<file path="src/rtl/psum_accumulator.sv">
// Partial-sum accumulator behind the PE adder tree: aligns input-side tags to tree latency,
// reduces valid tree sums per group and queues finished group sums for write-back.
module psum_accumulator #(
    parameter int DATA_WIDTH = 16,
    parameter int ACC_WIDTH  = 32,
    parameter int LATENCY    = 3,
    parameter int FIFO_DEPTH = 4
) (
    input  logic                         clk,
    input  logic                         rst,
    input  logic                         en_advance,
    input  logic                         tag_valid,
    input  logic                         tag_last,
    input  logic signed [DATA_WIDTH-1:0] sum_in,
    output logic signed [ACC_WIDTH-1:0]  out_data,
    output logic                         out_valid,
    input  logic                         out_ready,
    output logic                         stall_req,
    output logic                         overflow_err
);

    localparam int PW = (FIFO_DEPTH > 1) ? $clog2(FIFO_DEPTH) : 1;
    localparam int CW = PW + 1;
    localparam logic [CW-1:0] FULL_CNT = CW'(FIFO_DEPTH);

    localparam logic [0:0] ST_EMPTY = 1'b0;
    localparam logic [0:0] ST_ACCUM = 1'b1;

    logic a_valid;
    logic a_last;

    generate
        if (LATENCY == 0) begin : g_direct
            assign a_valid = tag_valid;
            assign a_last  = tag_last;
        end else begin : g_shift
            logic [LATENCY-1:0] vsr;
            logic [LATENCY-1:0] lsr;

            always_ff @(posedge clk) begin
                if (rst) begin
                    vsr <= '0;
                    lsr <= '0;
                end else if (en_advance) begin
                    vsr[0] <= tag_valid;
                    lsr[0] <= tag_last;
                    for (int i = 1; i < LATENCY; i++) begin
                        vsr[i] <= vsr[i-1];
                        lsr[i] <= lsr[i-1];
                    end
                end
            end

            assign a_valid = vsr[LATENCY-1];
            assign a_last  = lsr[LATENCY-1];
        end
    endgenerate

    logic [0:0]                  state;
    logic signed [ACC_WIDTH-1:0] acc;
    logic signed [ACC_WIDTH-1:0] sum_ext;
    logic signed [ACC_WIDTH-1:0] nxt;
    logic                        beat;
    logic                        push;

    assign sum_ext = ACC_WIDTH'(sum_in);
    assign nxt     = ((state == ST_EMPTY) ? '0 : acc) + sum_ext;
    assign beat    = en_advance && a_valid;
    assign push    = beat && a_last;

    // The group state advances even when the FIFO drops the push, so the next group starts clean.
    always_ff @(posedge clk) begin
        if (rst) begin
            acc   <= '0;
            state <= ST_EMPTY;
        end else if (beat) begin
            if (a_last) begin
                acc   <= '0;
                state <= ST_EMPTY;
            end else begin
                acc   <= nxt;
                state <= ST_ACCUM;
            end
        end
    end

    logic signed [ACC_WIDTH-1:0] mem [FIFO_DEPTH];
    logic [PW-1:0]               wptr;
    logic [PW-1:0]               rptr;
    logic [PW-1:0]               rptr_n;
    logic [CW-1:0]               count;
    logic [CW-1:0]               count_n;
    logic                        full;
    logic                        pop;
    logic                        do_push;
    logic                        head_is_new;

    assign full        = (count == FULL_CNT);
    assign out_valid   = (count != '0);
    assign pop         = out_valid && out_ready;
    assign do_push     = push && (!full || pop);
    assign stall_req   = full && !pop;
    assign rptr_n      = pop ? rptr + 1'b1 : rptr;
    assign count_n     = count + CW'(do_push) - CW'(pop);
    assign head_is_new = do_push && ((count - CW'(pop)) == '0);

    always_ff @(posedge clk) begin
        if (do_push) begin
            mem[wptr] <= nxt;
        end
    end

    // out_data is a registered copy of the head; a push into an otherwise empty queue bypasses the array.
    always_ff @(posedge clk) begin
        if (rst) begin
            wptr         <= '0;
            rptr         <= '0;
            count        <= '0;
            out_data     <= '0;
            overflow_err <= 1'b0;
        end else begin
            if (do_push) begin
                wptr <= wptr + 1'b1;
            end
            rptr  <= rptr_n;
            count <= count_n;
            if (push && full && !pop) begin
                overflow_err <= 1'b1;
            end
            if (count_n != '0) begin
                out_data <= head_is_new ? nxt : mem[rptr_n];
            end
        end
    end

endmodule

</file>
<file path="config.mk">
export PLATFORM = sky130hd
export DESIGN_NAME = psum_accumulator
export DESIGN_NICKNAME = d
export VERILOG_FILES = /design/src/rtl/psum_accumulator.sv
export SDC_FILE = /design/constraint.sdc
export NUM_CORES = 1
export LEC_CHECK = 0
export CAP_MARGIN = 20
export CELL_PAD_IN_SITES_DETAIL_PLACEMENT = 1
export CELL_PAD_IN_SITES_GLOBAL_PLACEMENT = 1
export CORE_UTILIZATION = 45
export CTS_BUF_LIST = sky130_fd_sc_hd__clkbuf_16
export DETAILED_ROUTE_END_ITERATION = 8
export PLACE_DENSITY = 0.73
export SLEW_MARGIN = 10
export SYNTH_ARGS = -nofsm -noshare
export SYNTH_HDL_FRONTEND = slang
export SYNTH_SLANG_ARGS = --single-unit
</file>
<file path="constraint.sdc">
create_clock -name clk -period 4.8 [get_ports clk]
set_clock_uncertainty 0.2 [all_clocks]
set_input_delay 0.96 -clock clk [delete_from_list [all_inputs] [get_ports clk]]
set_output_delay 0.96 -clock clk [all_outputs]
set_load 0.1 [all_outputs]
</file>
==> results.md <==
- RSZ-0062 raised after global routing: no
- Worst-Skew Late Latency: 0.51 ns
- Clk Tree Root Cell: clkbuf_16
- Synth Warn #: 0
- Gate Count Post-Synth: 846
- Hold EP: acc[26]
- Final period util: 0.8347
- Post-synthesis sequential area ratio: 0.5409
- FMAX: 249.6 MHz
- CP Launch Type: primary input
- Pre-antenna DRT Iters: 5
- Period minus WS final: 4.006 ns
- Synth Area in XOR/XNOR: 0.03131
- Most frequent cells in the layout: 128 x edfxtp_1, 88 x nor2_1, 79 x dfxtp_1
- WP buf/inv: 4
- Filler cells: 2265
- Via density: 5.801
- Post-synthesis mux area share: 0.08433
- Simple-Gate Fraction of Synth Area: 0.1315
- Final setup viols: 0
- Post-synth cell types: 71
- GRT Overall Usage: 0.2382
- Finished Layout Cells: 1199
- I/O Buffers: 56
- Relative slew slack: 0.3352
- EDFF count, synth: 128
- Syn Nets: 908
- Worst-case reg-to-reg path depth: 10
- Initial antenna violation count: 0
- Global-route track usage on met2: 0.4135
- Area of the core: 21820 µm²
- Crit path capture type: flop
- Fin Hold WS: 0.2568 ns
- Top Ports: 57
- Post-Syn Area per Cell: 11.86 µm²
- Complex-gate fraction of the synthesized area: 0.1297
- H-tree Lvls: 1
- Grt met1 use: 0.3127
- CTS max path bufs: 3
- Netlist Area Pre-Place: 10030 µm²
- R2R Setup Slk: 1.04 ns
- CTS tree: built
- Met3 GRT Util: 0.02922
- Fin worst setup slack: 0.7936 ns
- Crit path max-delay family: simple AND/OR/NAND/NOR gates
- Worst path cell trace: clkdlybuf4s50_1 -> nor4b_4 -> nor3_4 -> inv_1 -> ha_1 -> inv_1 -> ha_1 -> inv_1 -> fa_1 -> xor2_1 -> xnor2_1 -> and3b_1 -> nor3_2 -> o211ai_1 -> a21oi_1 -> a211o_1
- Yosys reg bits: 207
- Most frequent CP cell: inv_1
- Arrival time of the worst setup path: 4.20 ns
- CP Max Fanout: 5
- DIE WIDTH: 151.3 µm
- Post-Synth Adder-Cell Area: 0.05140
- Area post-placement: 10970 µm²
- Total via count in the routed design: 6955
- CP max stage delay: 0.52 ns
- Cell row count: 54
- Slowest-stage cell, CP: clkdlybuf4s50_1
- ANT nets after route: 0
- Most common cell after layout, fill and taps aside: edfxtp_1
- CP Class: in -> reg
- Area Growth Syn to Fin: 16.25%
- Largest net degree at the start of global routing: 54
- WL/cell: 21.95 µm
- Place WS: 0.3086 ns
- DP HPWL: 17.62 mm
- Max-cap viol count: 0
- Final RePlAce weighted congestion: 0.8752
- Hold path depth: 2
- Initial DRC count: 367
- Nets: 966
- Fin. max-slew vios: 0
- Leak: 4.374 nW
- Seq. cell area: 5425 µm²
- Die area: 22890 µm²
- Required time worst endpoint: 5.00 ns
- Worst min-delay path class: reg -> reg
- Hold Fails Final Rpt: 0
- Drt total wl: 26.32 mm
- Power per cell area: 543.6 nW/µm²
- Starting density of the core: 0.4596
- Core Util, Final: 0.5343
- Vias in the first global route: 7496
- Main combinational cell family by area after synthesis: simple AND/OR/NAND/NOR gates
- RR Startpoint: state
- Postcts setup bufs: 0
- First-pass GRT wire length: 41.32 mm
- # hold bufs at CTS: 0
- Final instance area: 11660 µm²
- Global route overflow: 0
- N_diodes: 0
- Area of the multi-input gates: 4329 µm²
- Post-synth ARST share: 0
- Inst Count DP: 1160
- VDD IR-drop max: 0.4875 mV
- Setup TNS Final: 0 ns
- Status: complete, no violations
- Share of cells above drive strength 1: 0.1153
- Hold_sp: acc[26]
- Remaining DRCs: 0
- FF-to-FF End: mem[0][24]
- Clock transition at the registers of the reported paths: 0.06 ns
- Main synth FF type: edfxtp_1
- Die Y: 151.3 µm
- Sink Count: 207
- PostCTS Resize Cnt: 0
- Global route hottest layer: met2
- Worst Tran Pin Value: 0.9972 ns
- Total CTS buffers: 22
- Design Power: 6.338 mW
==> power by group <==
part / switching (mW) / total [mW] / internal, mW
sequential: 0.106 / 2.13 / 2.02
combinational: 1.71 / 2.58 / 0.868
clock: 0.685 / 1.63 / 0.942
==> sequential cells by signal (all words and copies together) (netlist names) <==
name and count:
acc 32, count 3, g_shift.vsr 3, wptr 2
state 1, overflow_err 1, mem 128, g_shift.lsr 3
out_data 32, rptr 2
==> worst min-delay path, stage by stage, from the launching register on <==
cell and delay, ns:
dfxtp_1 0.31, nand2_1 0.05, a21oi_1 0.05
==> cell families after synthesis <==
logic type / count (synthesis)
compound gates: 178
simple gates: 273
flops: 207
buf+inv: 71
xor+xnor: 32
mux: 45
fa+ha+maj: 40
==> metal layers <==
| metal | up-vias | wire [µm] | share of wire |
|---|---|---|---|
| met5 | - | 0 | 0 |
| met4 | 0 | 308 | 0.012 |
| met3 | 26 | 1304 | 0.050 |
| met2 | 158 | 13290 | 0.51 |
| met1 | 3512 | 11410 | 0.43 |
| li1 | 3259 | - | - |
==> final cells by class <==
cell class                      count  share of cell area
Clock buffer                       22             0.04722
Clock inverter                     17             0.01202
Inverter                           23            0.007833
Multi-Input combinational cell    568              0.3713
Sequential cell                   207              0.4653
Tap cell                          280             0.03005
Timing Repair Buffer               82             0.06632
==> worst max-delay path by stage <==
stage	from	to	slack [ns]	cells after the start
final	out_ready	out_data[28]	0.79	16
after floorplan	out_ready	out_data[28]	0.04	16
after global routing	out_ready	out_data[28]	0.48	16
after global placement	out_ready	out_data[24]	0.34	15
after CTS	out_ready	out_data[28]	0.80	16
after detailed placement	out_ready	out_data[28]	0.31	16
==> synthesized netlist by cell type, drive strengths merged (2+ instances only) <==
| cell | n | area (µm²) |
|---|---|---|
| edfxtp | 128 | 3844 |
| nor2 | 89 | 334.1 |
| dfxtp | 79 | 1582 |
| nand2 | 79 | 311.5 |
| a21oi | 43 | 215.2 |
| and2 | 40 | 250.2 |
| ha | 38 | 475.5 |
| clkbuf | 33 | 125.1 |
| mux4 | 30 | 690.7 |
| inv | 23 | 91.34 |
| o21ai | 22 | 113.9 |
| a22oi | 21 | 157.7 |
| a311oi | 20 | 175.2 |
| xnor2 | 20 | 193.9 |
| a21o | 17 | 127.6 |
| a211oi | 15 | 117.6 |
| buf | 15 | 92.58 |
| nor3 | 15 | 80.08 |
| mux2i | 14 | 140.1 |
| xor2 | 12 | 120.1 |
| nand3 | 11 | 55.05 |
| a31oi | 8 | 50.05 |
| nor3b | 7 | 52.55 |
| o21bai | 6 | 45.04 |
| nand3b | 5 | 37.54 |
| nand4 | 5 | 31.28 |
| nor2b | 5 | 31.28 |
| o211ai | 5 | 42.54 |
| a221oi | 3 | 50.05 |
| and3 | 3 | 18.77 |
| nand2b | 3 | 18.77 |
| or3 | 3 | 23.77 |
| a31o | 2 | 17.52 |
| a32oi | 2 | 17.52 |
| and3b | 2 | 17.52 |
| and4b | 2 | 20.02 |
| fa | 2 | 40.04 |
| nor4 | 2 | 12.51 |
| o31ai | 2 | 20.02 |
Power figures use the tool's default switching activity.
==> RTL change 1: new RTL, config.mk and constraints unchanged <==
Register the output `overflow_err` once more; this adds one clock of latency there. The other outputs are not delayed to match.
--- a/src/rtl/psum_accumulator.sv
+++ b/src/rtl/psum_accumulator.sv
@@ -27,2 +27,4 @@
     localparam logic [0:0] ST_ACCUM = 1'b1;
+
+    logic overflow_err_s0;
 
@@ -119,3 +121,3 @@
             out_data     <= '0;
-            overflow_err <= 1'b0;
+            overflow_err_s0 <= 1'b0;
         end else begin
@@ -127,3 +129,3 @@
             if (push && full && !pop) begin
-                overflow_err <= 1'b1;
+                overflow_err_s0 <= 1'b1;
             end
@@ -135,2 +137,6 @@
 
+    always_ff @(posedge clk) begin
+        overflow_err <= overflow_err_s0;
+    end
+
 endmodule
Function: changed (a bounded check fails within 10 cycles, from zero or initial values and one cycle with rst high).
==> RTL change 1 against the unedited design <==
Worst setup slack got worse by 0.048 ns. Power increased by 0.55%. Combinational power about the same. Non-clock buffer count decreased by 1. Global-route usage increased by 0.32 points. Routed wire length increased by 1.2%. Area after synthesis increased by 0.20%. Register-to-register slack got worse by 0.16 ns. Fmax decreased by 1.2%. Via count increased by 1.7%. Sequential cell count increased by 1. Final area increased by 0.17%. Highest routed layer unchanged.
==> RTL change 1: results (changes against the unedited design) <==
| Metric | Value |
|---|---|
| Status | `finished, final reports clean (unchanged)` |
| Worst path arrival time | `4.24 ns (was 4.20 ns)` |
| Wirelength per Cell | `22.2 um (was 22.0 um)` |
| Pwr dens | `546 nW/um2 (was 544 nW/um2)` |
| Area occupied by multi-input gates | `4330 um2 (about the same)` |
| Synth top area cells | `edfxtp_1 38%, dfxtp_1 16%, mux4_2 5.8% (unchanged)` |
| DRT iter0 DRCs | `377 (was 367)` |
| GRT Total Usage | `0.241 (was 0.238)` |
| First-pass DRT Iterations | `4 (was 5)` |
| Clock network contribution to total cell area | `0.0600 (was 0.0592)` |
| Detail Placement HPWL | `17.2 mm (was 17.6 mm)` |
| Worst path max stage delay | `0.50 ns (was 0.52 ns)` |
| First-pass GRT wire length | `42.0 mm (was 41.3 mm)` |
| Clock buffers | `23 (was 22)` |
| Syn_area_per_cell | `11.9 um2 (about the same)` |
| Fin crit share | `0.845 (was 0.835)` |
| Num sequential | `208 (was 207)` |
| Max rail drop VDD | `0.383 mV (was 0.487 mV)` |
| Signal buf overhead | `0.0656 (was 0.0663)` |
| Worst slew pin tran | `1.00 ns (was 0.997 ns)` |
| Pleak | `4.39 nW (was 4.37 nW)` |
| Seq/Total Area, Yosys | `0.542 (was 0.541)` |
| Total Wirelength | `26.6 mm (was 26.3 mm)` |
| Non-CTS buffers | `81 (was 82)` |
| R2r endpoint | `acc[31]$_SDFFE_PP0N_ (was mem[0][24]$_DFFE_PP_)` |
| Vias in the first global route | `7,488 (was 7,496)` |
| Worst r2r path cells | `11 (was 10)` |
| Setup WS pre-CTS | `0.289 ns (was 0.309 ns)` |
| Via density | `5.89 (was 5.80)` |
| Pint | `0.00387 W (was 0.00383 W)` |
| Share of layout cells above drive strength 1 | `0.114 (was 0.115)` |
| Synth Net Count | `909 (was 908)` |
RTL change 1: cell types whose count changed in the layout (fill, tap and decap cells not counted), sizes merged:
| cell | unedited run | this run |
|---|---|---|
| clkbuf | 22 | 23 |
| inv | 28 | 29 |
| dfxtp | 79 | 80 |
| buf | 28 | 27 |
| clkinv | 9 | 8 |
RTL change 1: how the worst min path moves through the flow:
| stage | from | to | slack, ns | cells after the start |
|---|---|---|---|---|
| 4_1_cts | overflow_err_s0$_SDFFE_PP0P_ | overflow_err$_DFF_P_ | 0.16 | 0 |
| 3_5_place_dp | overflow_err_s0$_SDFFE_PP0P_ | overflow_err$_DFF_P_ | 0.15 | 0 |
| 6_report | overflow_err_s0$_SDFFE_PP0P_ | overflow_err$_DFF_P_ | 0.16 | 0 |
| 2_1_floorplan | overflow_err_s0$_SDFFE_PP0P_ | overflow_err$_DFF_P_ | 0.13 | 0 |
| 5_1_grt | overflow_err_s0$_SDFFE_PP0P_ | overflow_err$_DFF_P_ | 0.17 | 0 |
| 3_3_place_gp | overflow_err_s0$_SDFFE_PP0P_ | overflow_err$_DFF_P_ | 0.15 | 0 |
RTL change 1: logic make-up after synthesis:
kind of cell,synth area share
muxes,0.0842
DFF,0.542
adders and majority gates,0.0513
xor gates and xnor gates,0.0312
buffers and inverters,0.0308
AOI/OAI and AO/OA,0.129
and+or+nand+nor,0.131
RTL change 1: per-stage QoR:
stage	instance area [um2]	hold WS (ns)
global route	11700	0.173
global placement	11000	0.148
floorplan	10100	0.131
CTS	11700	0.159
detailed placement	11000	0.148
finish	11700	0.160
RTL change 1: routing by layer:
metal | vias to the layer above | track usage | wire, um
met5 | - | 0 | 0
met4 | 0 | 0.0535 | 437
met3 | 35 | 0.0322 | 978
met2 | 151 | 0.409 | 13100
met1 | 3609 | 0.328 | 12100
li1 | 3276 | - | -
==> RTL change 2: new RTL, same flow settings <==
Made on the original files. Set the parameter `FIFO_DEPTH` to 8 (it was 4).
--- a/src/rtl/psum_accumulator.sv
+++ b/src/rtl/psum_accumulator.sv
@@ -6,3 +6,3 @@
     parameter int LATENCY    = 3,
-    parameter int FIFO_DEPTH = 4
+    parameter int FIFO_DEPTH = 8
 ) (
Check against the original RTL: not equivalent (Yosys sat finds a counterexample within 10 cycles, from zero or initial values and one cycle with rst high).
==> RTL change 2 against the unedited design <==
Area after synthesis increased by 50%. Global-route usage is 0.53 points higher. Largest power group unchanged. Final area increased by 52%. Sequential power increased by 60%. Worst setup slack worse by 0.30 ns. Critical endpoint is now mem[5][28]$_DFFE_PP_. Routed wire length increased by 52%. Power is 54% higher. Sequential cell count increased by 131. Register-to-register slack worse by 0.39 ns. First-iteration DRC count grew 83%.
==> RTL change 2: results (changes against the unedited design) <==
| Metric | Value |
|---|---|
| Post-Synth XOR/XNOR Area | `0.0197 (was 0.0313)` |
| Cell family with most CP delay | `compound AO/OA/AOI/OAI gates (was simple AND/OR/NAND/NOR gates)` |
| Via density | `5.81 (was 5.80)` |
| M1 WL | `17.6 mm (was 11.4 mm)` |
| Fill count | `3,250 (was 2,265)` |
| Layout Cells excl Fill | `1,676 (was 1,199)` |
| NetSw | `0.00346 W (was 0.00250 W)` |
| First-pass GRT wire length | `61.5 mm (was 41.3 mm)` |
| Fin Hold WS | `0.249 ns (was 0.257 ns)` |
| DP Area | `16,500 um2 (was 11,000 um2)` |
| Clock Power | `0.00280 W (was 0.00163 W)` |
| Worst hold start | `out_data[1]$_SDFFE_PP0P_ (was acc[26]$_SDFFE_PP0N_)` |
| Met3 routed WL | `1.92 mm (was 1.30 mm)` |
| CTS Buf Count | `39 (was 22)` |
| Detail Placement HPWL | `25.8 mm (was 17.6 mm)` |
| Synth Area in Adders | `0.0368 (was 0.0514)` |
| Number of synthesized flops with an enable pin | `256 (was 128)` |
| Pleak | `6.31 nW (was 4.37 nW)` |
| Mux contribution to synthesized area | `0.108 (was 0.0843)` |
| Logic pwr share | `0.363 (was 0.407)` |
| Seq/Total Area, Yosys | `0.621 (was 0.541)` |
| Worst path max stage delay | `0.74 ns (was 0.52 ns)` |
| Status | `finished, final reports clean (unchanged)` |
| Synth Instances | `1,107 (was 846)` |
| Max FO, Critical Path | `10 (was 5)` |
| Routability cong. | `0.828 (was 0.875)` |
| DRT iter0 DRCs | `672 (was 367)` |
| Synth top area cells | `edfxtp_1 51%, dfxtp_1 11%, mux4_2 9.0% (was edfxtp_1 38%, dfxtp_1 16%, mux4_2 5.8%)` |
| Vias in the first global route | `10,400 (was 7,496)` |
| Post-Place Cells | `1,606 (was 1,160)` |
| Max rail drop VDD | `0.332 mV (was 0.487 mV)` |
| Pin count of the biggest net entering global routing | `71 (was 54)` |
| Met2 usage | `0.417 (was 0.413)` |
## RTL change 2: cell count changes in the layout (fill, tap and decap cells not counted), sizes merged, moves of 10 or more
cell / change
clkinv: +10
nand3: +34
o211ai: +20
nor2: -12
buf: +35
a21oi: +11
nand2: +39
mux4: +30
edfxtp: +128
a211oi: -14
a311oi: -18
clkbuf: +17
## RTL change 2: worst register-to-register path, stage by stage, from the launching register on
cell and delay (ns):
dfxtp_1 0.48, and2_1 0.24, ha_1 0.21, fa_1 0.43, a211o_1 0.35, a2111oi_4 0.39
or4_1 0.20, a21boi_2 0.08, o21ai_0 0.34, o21ai_0 0.15, xor2_1 0.74
## RTL change 2: layout make-up
type / count / area [um2] / share of cell area
Sequential cell: 338 / 9330 / 0.526
Multi-Input combinational cell: 687 / 5470 / 0.309
Timing Repair Buffer: 117 / 1090 / 0.0613
Clock buffer: 39 / 976 / 0.0550
Tap cell: 442 / 553 / 0.0312
Clock inverter: 31 / 230 / 0.0130
Inverter: 22 / 82.6 / 0.00466
